$ cat src/rtl/exp3_gravador_sequencia.sv
// Sequence recorder: waits for iniciar, writes each one-hot key press to consecutive RAM
// addresses and pulses pronto after N_JOGADAS entries. Define GRAVADOR_TIMEOUT_EN for the idle timeout.
module exp3_gravador_sequencia #(
   parameter int N_JOGADAS      = 16,
   parameter int TIMEOUT_CICLOS = 3000
) (
   input  logic       clock,
   input  logic       reset,
   input  logic       iniciar,
   input  logic [3:0] chaves,
   output logic       escreve,
   output logic [3:0] endereco,
   output logic [3:0] dado,
   output logic       pronto,
   output logic       timeout,
   output logic [3:0] db_estado
);

   typedef enum logic [3:0] {
      INICIAL       = 4'h0,
      PREPARACAO    = 4'h1,
      ESPERA_JOGADA = 4'h2,
      REGISTRA      = 4'h4,
      GRAVA         = 4'h5,
      PROXIMO       = 4'h6,
      ESPERA_SOLTA  = 4'h7,
      FIM           = 4'hF
   } estado_t;

   localparam logic [3:0] ULTIMO = 4'(N_JOGADAS - 1);

   estado_t    estado_q, estado_d;
   logic [3:0] cont_q, cont_d;
   logic [3:0] reg_q, reg_d;
   logic       um_quente;

   assign um_quente = (chaves != 4'd0) && ((chaves & (chaves - 4'd1)) == 4'd0);

`ifdef GRAVADOR_TIMEOUT_EN
   localparam int TW = (TIMEOUT_CICLOS > 1) ? $clog2(TIMEOUT_CICLOS + 1) : 1;
   logic [TW-1:0] tmr_q, tmr_d;
   logic          to_q, to_d;
   logic          esgotado;

   // Last idle cycle is the one that sees 1, so exactly TIMEOUT_CICLOS cycles are spent waiting.
   assign esgotado = (tmr_q <= TW'(1));

   always_ff @(posedge clock) begin
      if (!reset) begin
         tmr_q <= '0;
         to_q  <= 1'b0;
      end else begin
         tmr_q <= tmr_d;
         to_q  <= to_d;
      end
   end
   assign timeout = to_q;
`else
   assign timeout = 1'b0;
`endif

   always_ff @(posedge clock) begin
      if (!reset) begin
         estado_q <= INICIAL;
         cont_q   <= 4'd0;
         reg_q    <= 4'd0;
      end else begin
         estado_q <= estado_d;
         cont_q   <= cont_d;
         reg_q    <= reg_d;
      end
   end

   always_comb begin
      estado_d = estado_q;
      cont_d   = cont_q;
      reg_d    = reg_q;
`ifdef GRAVADOR_TIMEOUT_EN
      tmr_d    = tmr_q;
      to_d     = 1'b0;
`endif
      case (estado_q)
         INICIAL:    if (iniciar) estado_d = PREPARACAO;
         PREPARACAO: begin
            cont_d   = 4'd0;
            reg_d    = 4'd0;
            estado_d = ESPERA_JOGADA;
`ifdef GRAVADOR_TIMEOUT_EN
            tmr_d    = TW'(TIMEOUT_CICLOS);
`endif
         end
         ESPERA_JOGADA: begin
            if (um_quente) estado_d = REGISTRA;
`ifdef GRAVADOR_TIMEOUT_EN
            else if (esgotado) begin
               estado_d = FIM;
               to_d     = 1'b1;
            end else tmr_d = tmr_q - TW'(1);
`endif
         end
         REGISTRA: begin
            reg_d    = chaves;
            estado_d = GRAVA;
         end
         GRAVA:      estado_d = (cont_q == ULTIMO) ? FIM : PROXIMO;
         PROXIMO: begin
            cont_d   = cont_q + 4'd1;
            estado_d = ESPERA_SOLTA;
         end
         // A held key must be released before the next play is accepted.
         ESPERA_SOLTA: begin
            if (chaves == 4'd0) begin
               estado_d = ESPERA_JOGADA;
`ifdef GRAVADOR_TIMEOUT_EN
               tmr_d    = TW'(TIMEOUT_CICLOS);
`endif
            end
         end
         FIM:        estado_d = INICIAL;
         default:    estado_d = INICIAL;
      endcase
   end

   assign escreve  = (estado_q == GRAVA);
   assign pronto   = (estado_q == FIM);
   assign endereco = cont_q;
   assign dado     = reg_q;

   always_comb begin
      case (estado_q)
         INICIAL, PREPARACAO, ESPERA_JOGADA, REGISTRA,
         GRAVA, PROXIMO, ESPERA_SOLTA, FIM: db_estado = estado_q;
         default:                           db_estado = 4'hE;
      endcase
   end

endmodule

$ cat config.mk
export PLATFORM = sky130hd
export DESIGN_NAME = exp3_gravador_sequencia
export DESIGN_NICKNAME = d
export VERILOG_FILES = /design/src/rtl/exp3_gravador_sequencia.sv
export SDC_FILE = /design/constraint.sdc
export NUM_CORES = 1
export LEC_CHECK = 0
export CORE_AREA = 3 3 43 52
export DETAILED_ROUTE_END_ITERATION = 8
export DIE_AREA = 0 0 46 55
export PLACE_DENSITY = 0.75
export SYNTH_ARGS = -nofsm -noshare
export SYNTH_HDL_FRONTEND = slang
export SYNTH_SLANG_ARGS = --single-unit
$ cat constraint.sdc
create_clock -name clock -period 1.3 [get_ports clock]
set_input_delay 0.26 -clock clock [delete_from_list [all_inputs] [get_ports clock]]
set_output_delay 0.26 -clock clock [all_outputs]
set_load 0.005 [all_outputs]
==> results of run 1 <==
worst min-delay path, cell delays in order:
cell and delay [ns]:
dlygate4sd2_1 0.26, a22oi_1 0.10, nor2b_1 0.10
cells by family after synthesis:
family / count (synthesis)
buf+inv: 9
mux: 1
flops: 12
other cells: 1
fa+ha+maj: 1
xor+xnor: 1
simple gates: 36
compound gates: 20
worst max path at each step:
stage,startpoint,end,cells past startpoint
5_1_grt,estado_q[1],dado[0],7
4_1_cts,estado_q[1],endereco[3],6
2_1_floorplan,estado_q[3],endereco[3],5
3_3_place_gp,chaves[2],estado_q[2],5
6_report,estado_q[1],endereco[3],6
3_5_place_dp,chaves[2],estado_q[2],5
what timing repair did:
item,4_1_cts,5_1_grt
endpoints found under the setup margin,24,16
pin swaps,8,4
hold buffers,0,0
setup buffers,7,3
gates resized for setup,68,13
routing by layer:
| layer | share of wire | up-vias |
|---|---|---|
| met5 | 0 | - |
| met4 | 0.014 | 0 |
| met3 | 0.034 | 2 |
| met2 | 0.60 | 15 |
| met1 | 0.36 | 368 |
| li1 | - | 384 |
final cells by class:
cell class	instances	area, sq um
fill	152	611
multi-input combinational	60	493
timing repair buffer	49	407
sequential	12	259
tap	19	23.8
clock buffer	3	22.5
inverter	3	13.8
report_power, final:
part / internal [W] / switching, W / total, W
clock network: 0.000107 / 0.000120 / 0.000227
registers: 0.000377 / 0.0000107 / 0.000388
logic: 0.000134 / 0.000106 / 0.000240
state kept, by name (all words and copies together), names as in the netlist:
register / cells
dado: 4
endereco: 4
estado_q: 4
cells in the final DEF, fill, tap and decap left out, types with 2 or more instances in the layout:
master / netlist / routed
dlymetal6s2s_1: 0 / 2
nor2_1: 6 / 2
buf_2: 3 / 6
buf_6: 1 / 7
nand3_1: 2 / 2
dfxtp_1: 12 / 3
o21ai_1: 1 / 3
a21boi_1: 1 / 2
a22oi_2: 0 / 2
a22oi_1: 6 / 4
clkbuf_4: 0 / 3
buf_4: 1 / 22
dfxtp_4: 0 / 3
dfxtp_2: 0 / 6
nor2b_1: 8 / 6
o21ai_0: 4 / 2
nand2_1: 6 / 6
nor4b_4: 1 / 2
dlygate4sd2_1: 0 / 10
nor2b_4: 0 / 2
nor2_4: 0 / 2
nor2_2: 0 / 2
clkdlybuf4s50_1: 0 / 2
nand4_1: 2 / 2
stage by stage:
stage / cells / util / total power, W
final: 146 / 0.666 / 0.000855
after global routing: 146 / 0.666 / 0.000901
after CTS: 143 / 0.631 / 0.000836
after detailed placement: 133 / 0.559 / 0.000579
after global placement: 133 / 0.559 / 0.000577
after floorplan: 81 / - / 0.000483
==> impl_metrics.tcl, run 1 <==
set metrics [dict create \
    die_x_um 46 \
    clkTransAtPathRegs_ns 0.07 \
    worstPathCellList "buf_6 -> buf_6 -> nor4b_4 -> buf_4 -> and3b_1 -> o21a_1" \
    fin_nets 137 \
    start_util 0.379 \
    rsz0062_at_grt "yes" \
    ys_seq_elements 12 \
    synth-compound-area-share 0.199 \
    netlist.area_leader.share 0.347 \
    die-area_sq_um 2530 \
    antenna_found_initial 0 \
    yosys-top-cells-area "dfxtp_1, nor2b_1, a22oi_1, nor4b_4, nand2_1" \
    fin_crit_sh 1.11 \
    grt_overflow 0 \
    pre_cts_ws_ns -0.403 \
    clk_latency_ns 0.27 \
    placed_area_sq_um 1020 \
    setup_viol 12 \
    fin_worst_skew_ns 0.00269 \
    peakVddDrop_mv 0.493 \
    start_kind "register" \
    yosysUniqueCellTypes 38 \
    slew_viol_final 0 \
    ys.flop_type "dfxtp_1" \
    core_sq_um 1830 \
    async_flop_share 0 \
    syn2layout_area_growth_pct 75.8 \
    hold_start "chaves[2]" \
    gr-usage-all-layers 0.176 \
    wl_per_cell_um 13.9 \
    path_class "register to register" \
    cts_num_sinks 12 \
    synth_xor_area_frac 0.0126 \
    synth_fa_ha_area_frac 0.0181 \
    port_buffers 20 \
    p_leak_nw 0.565 \
    critPathTopFamily "simple AND/OR/NAND/NOR gates" \
    holdPathEnd "dado[2]" \
    synth_top_area_cell "dfxtp_1" \
    fin_area_sq_um 1220 \
    finalWeightedCongestion 0.807 \
    cp.required_ns 1.46 \
    routed_via_density 5.27 \
    synth_warnings 0 \
    setup_tns_ns -0.899 \
    r2r-end "endereco[3]" \
    synth_fp_nets 89 \
    met3_usage 0.0162 \
    max_freq_ghz 0.694 \
    drive_gt1_frac 0.520 \
    synth_top_family_by_area "simple AND/OR/NAND/NOR gates" \
    arrival_ns 1.60 \
    cp-end-kind "register" \
    hold_viol 0 \
    clockRootBuffer "clkbuf_4" \
    critPathSlowestCell "dfxtp_4" \
    clk_path_buf_depth 2 \
    crit_buf_inv 3 \
    grt_busiest_layer "met2" \
    min_period_ns 1.44 \
    synth_mux_area_frac 0.0144 \
    violations "negative setup slack" \
    cts-htree-levels 1 \
    hp-class "input port to register" \
    grt_util_met1 0.153 \
    num_vias 769 \
    ff2ff_path_depth 6 \
    finalWirelength_um 2020 \
    netlist_instances 81 \
    tritoncts "yes" \
    die_y_um 55 \
    min_path_cells 3 \
    synth-edff-count 0 \
    use_met2 0.356 \
    drc_errors 0 \
    rr_startpoint "estado_q[1]" \
    r2r_slack_ns -0.14 \
    drt-pass1-iter-count 4 \
    avgSynthCellArea_sq_um 8.56 \
    dpl.hpwl_um 1310 \
    diodes 0 \
    rows 17 \
    grt_pass1_wl_um 3130 \
    synth_common_cells "dfxtp_1, nor2b_1, a22oi_1, nand2_1, nor2_1" \
    powerDensity_nw_per_um2 701 \
    crit_fanout 6 \
    numCtsBuffers 3 \
    yosysMostFrequentCell "dfxtp_1" \
    grt_pass1_vias 777 \
    maxCapViolCount 0 \
    io_pins 22 \
    fin_ws_ns -0.141 \
    holdWs_ns 0.487 \
    seq_area_frac_synth 0.347 \
    synthSimpleGateAreaFrac 0.334 \
    status "finished with violations" \
    slowest_delay_ns 0.37 \
    cp_common_cell "buf_6" \
    synth.cell_area_sq_um 693 \
    final_antenna_net_count 0 \
    grt_max_degree 9 \
    drtIter0Drc 6 \
]
(Power assumes the default switching activity.)
==> run 2, diff against run 1 <==
ABC_AREA = 1   (was not set)
CORE_AREA = 3 3 42 52   (was 3 3 43 52)
DIE_AREA = 0 0 45 55   (was 0 0 46 55)
PLACE_DENSITY = 0.76   (was 0.75)
==> run 2 against run 1 <==
  * The flow still finishes with violations (negative setup slack)
  * Total power increased by 120%
  * Synthesized cell count grew 37%
  * Non-clock buffer count is 7 lower
  * Sequential share of layout area fell by 0.79 points
  * Critical path type is now register to output port
  * Largest cell class unchanged
  * Setup slack improved by 0.068 ns
  * First-iteration DRC count grew 83%
==> impl_metrics.tcl, run 2 <==
set metrics [dict create \
    netlist_instances 111 \
    final_common_cell "nand2_1" \
    rsz0062_at_grt "yes" \
    powerDensity_nw_per_um2 1540 \
    clk_path_buf_depth 2 \
    cp.required_ns 1.04 \
    fin_crit_sh 1.06 \
    grt_pass1_wl_um 3450 \
    cts_num_sinks 12 \
    worstPathCellList "nand2_4 -> o21ai_4 -> inv_2 -> nor2_2 -> buf_2" \
    antenna_found_initial 0 \
    maxCapViolCount 0 \
    clk_latency_ns 0.27 \
    finalWeightedCongestion 0.847 \
    port_buffers 20 \
    power_w 0.00191 \
    synth_fp_nets 119 \
    numCtsBuffers 3 \
    pre_cts_ws_ns -0.283 \
    violations "negative setup slack" \
    finalWirelength_um 2210 \
    drt-pass1-iter-count 4 \
    final_antenna_net_count 0 \
    yosys-top-cells-area "dfxtp_1, nand2_1, nor2_1, inv_1, a21oi_1" \
    clkTransAtPathRegs_ns 0.07 \
    drtIter0Drc 11 \
    critPathTopFamily "flip-flops" \
    async_flop_share 0 \
    grt_max_degree 10 \
    io_pins 22 \
    arrival_ns 1.11 \
    tritoncts "yes" \
    seq_area_frac_synth 0.349 \
    die-area_sq_um 2480 \
    yosysMostFrequentCell "nand2_1" \
    grt_overflow 0 \
    slowest_delay_ns 0.37 \
    fin_worst_skew_ns 0.00271 \
    die_y_um 55 \
    synth_top_area_cell "dfxtp_1" \
    grt_pass1_vias 868 \
    netlist.area_leader.share 0.349 \
    crit_fanout 4 \
    path_class "register to output port" \
    diodes 0 \
    routed_via_density 4.84 \
    fin_nets 165 \
    ys.flop_type "dfxtp_1" \
    p_leak_nw 0.623 \
    status "finished with violations" \
    ys_seq_elements 12 \
    start_kind "register" \
    critPathSlowestCell "dfxtp_2" \
    wl_per_cell_um 12.6 \
    die_x_um 45 \
    fin_ws_ns -0.0725 \
    clockRootBuffer "clkbuf_4" \
    max_freq_ghz 0.729 \
    cts-htree-levels 1 \
    rows 17 \
    min_period_ns 1.37 \
    crit_buf_inv 2 \
    cts-hold-fix-buffers 0 \
    hold_viol 0 \
    place_inst 161 \
    avgSynthCellArea_sq_um 6.20 \
    core_sq_um 1790 \
    hp-class "register to register" \
    holdWs_ns 0.466 \
    synth-edff-count 0 \
    stdcell_count 175 \
    cp-end-kind "output port" \
    syn2layout_area_growth_pct 79.5 \
    drc_errors 0 \
    synth.cell_area_sq_um 688 \
    dpl.hpwl_um 1350 \
    start_util 0.385 \
    yosysUniqueCellTypes 21 \
    synth_common_cells "nand2_1, nor2_1, inv_1, dfxtp_1, a21oi_1" \
    mostFrequentLayoutCells "nand2_1, buf_4, inv_1, nor2_1" \
    setup_viol 4 \
    synth_warnings 0 \
    slew_viol_final 0 \
    gr-usage-all-layers 0.191 \
    drive_gt1_frac 0.481 \
    peakVddDrop_mv 0.842 \
    num_vias 847 \
]
## run 2: cell types whose count changed in the layout (fill, tap and decap cells not counted), sizes merged, moves of 4 or more
cell / before / now
a21oi: 1 / 10
a22oi: 6 / 0
buf: 35 / 28
clkdlybuf4s50: 2 / 6
inv: 3 / 16
nand2: 6 / 33
nand3: 2 / 6
nor2: 6 / 19
nor2b: 8 / 0
## run 2: worst min-delay path, cell delays in order (launching register included)
cell and delay [ns]:
dfxtp_1 0.31, nand2_1 0.06, a21oi_1 0.05
## run 2: what timing repair did
action / in CTS / in global routing
setup endpoints to repair: 15 / 17
cloned: 0 / 0
pin swaps: 7 / 15
gates resized for setup: 61 / 27
buffers inserted: 8 / 2
## run 2: path summary, 6_finish.rpt
path	to	slack, ns	from	depth (start not counted)
max	db_estado[0]	-0.07	estado_q[1]	5
min	dado[1]	0.47	dado[1]	2
max reg2reg	endereco[3]	0.01	estado_q[3]	9
min reg2reg	dado[1]	0.47	dado[1]	2
## run 2: cell families (layout without fill, tap and decap cells)
kind of cell    after synthesis  in the layout  share of synthesized area
flops                        12             12                      0.349
compound gates               15             15                      0.109
simple gates                 64             64                      0.415
buf+inv                      18             63                      0.104
other cells                   1              1                    0.00545
fa+ha+maj                     1              1                     0.0182
## run 2: power breakdown
part	switching [W]	total [W]	internal, W
registers	0.0000503	0.000487	0.000436
logic	0.000632	0.00112	0.000493
clock network	0.000124	0.000294	0.000170
## run 2: cell type report
class                   instances  area (sq um)
clock buffers                   4          36.3
flip-flops and latches         12           253
repair buffers                 42           355
well taps                      19          23.8
multi-input cells              81           498
inverters                      17          68.8
fillers                       155           552
## run 2: metrics by stage
stage | area (sq um) | util | setup TNS, ns
6_report | 1230 | 0.691 | -0.177
5_1_grt | 1230 | 0.691 | -0.686
4_1_cts | 1130 | 0.630 | -0.170
3_5_place_dp | 995 | 0.557 | -1.36
3_3_place_gp | 995 | 0.557 | -1.05
2_1_floorplan | 688 | - | 0
## run 2: metal layers
| layer | wire length [um] | track usage | up-vias |
|---|---|---|---|
| met5 | 0 | 0 | - |
| met4 | 41 | 0.102 | 0 |
| met3 | 75 | 0.0453 | 6 |
| met2 | 1260 | 0.373 | 21 |
| met1 | 829 | 0.179 | 386 |
| li1 | - | - | 434 |
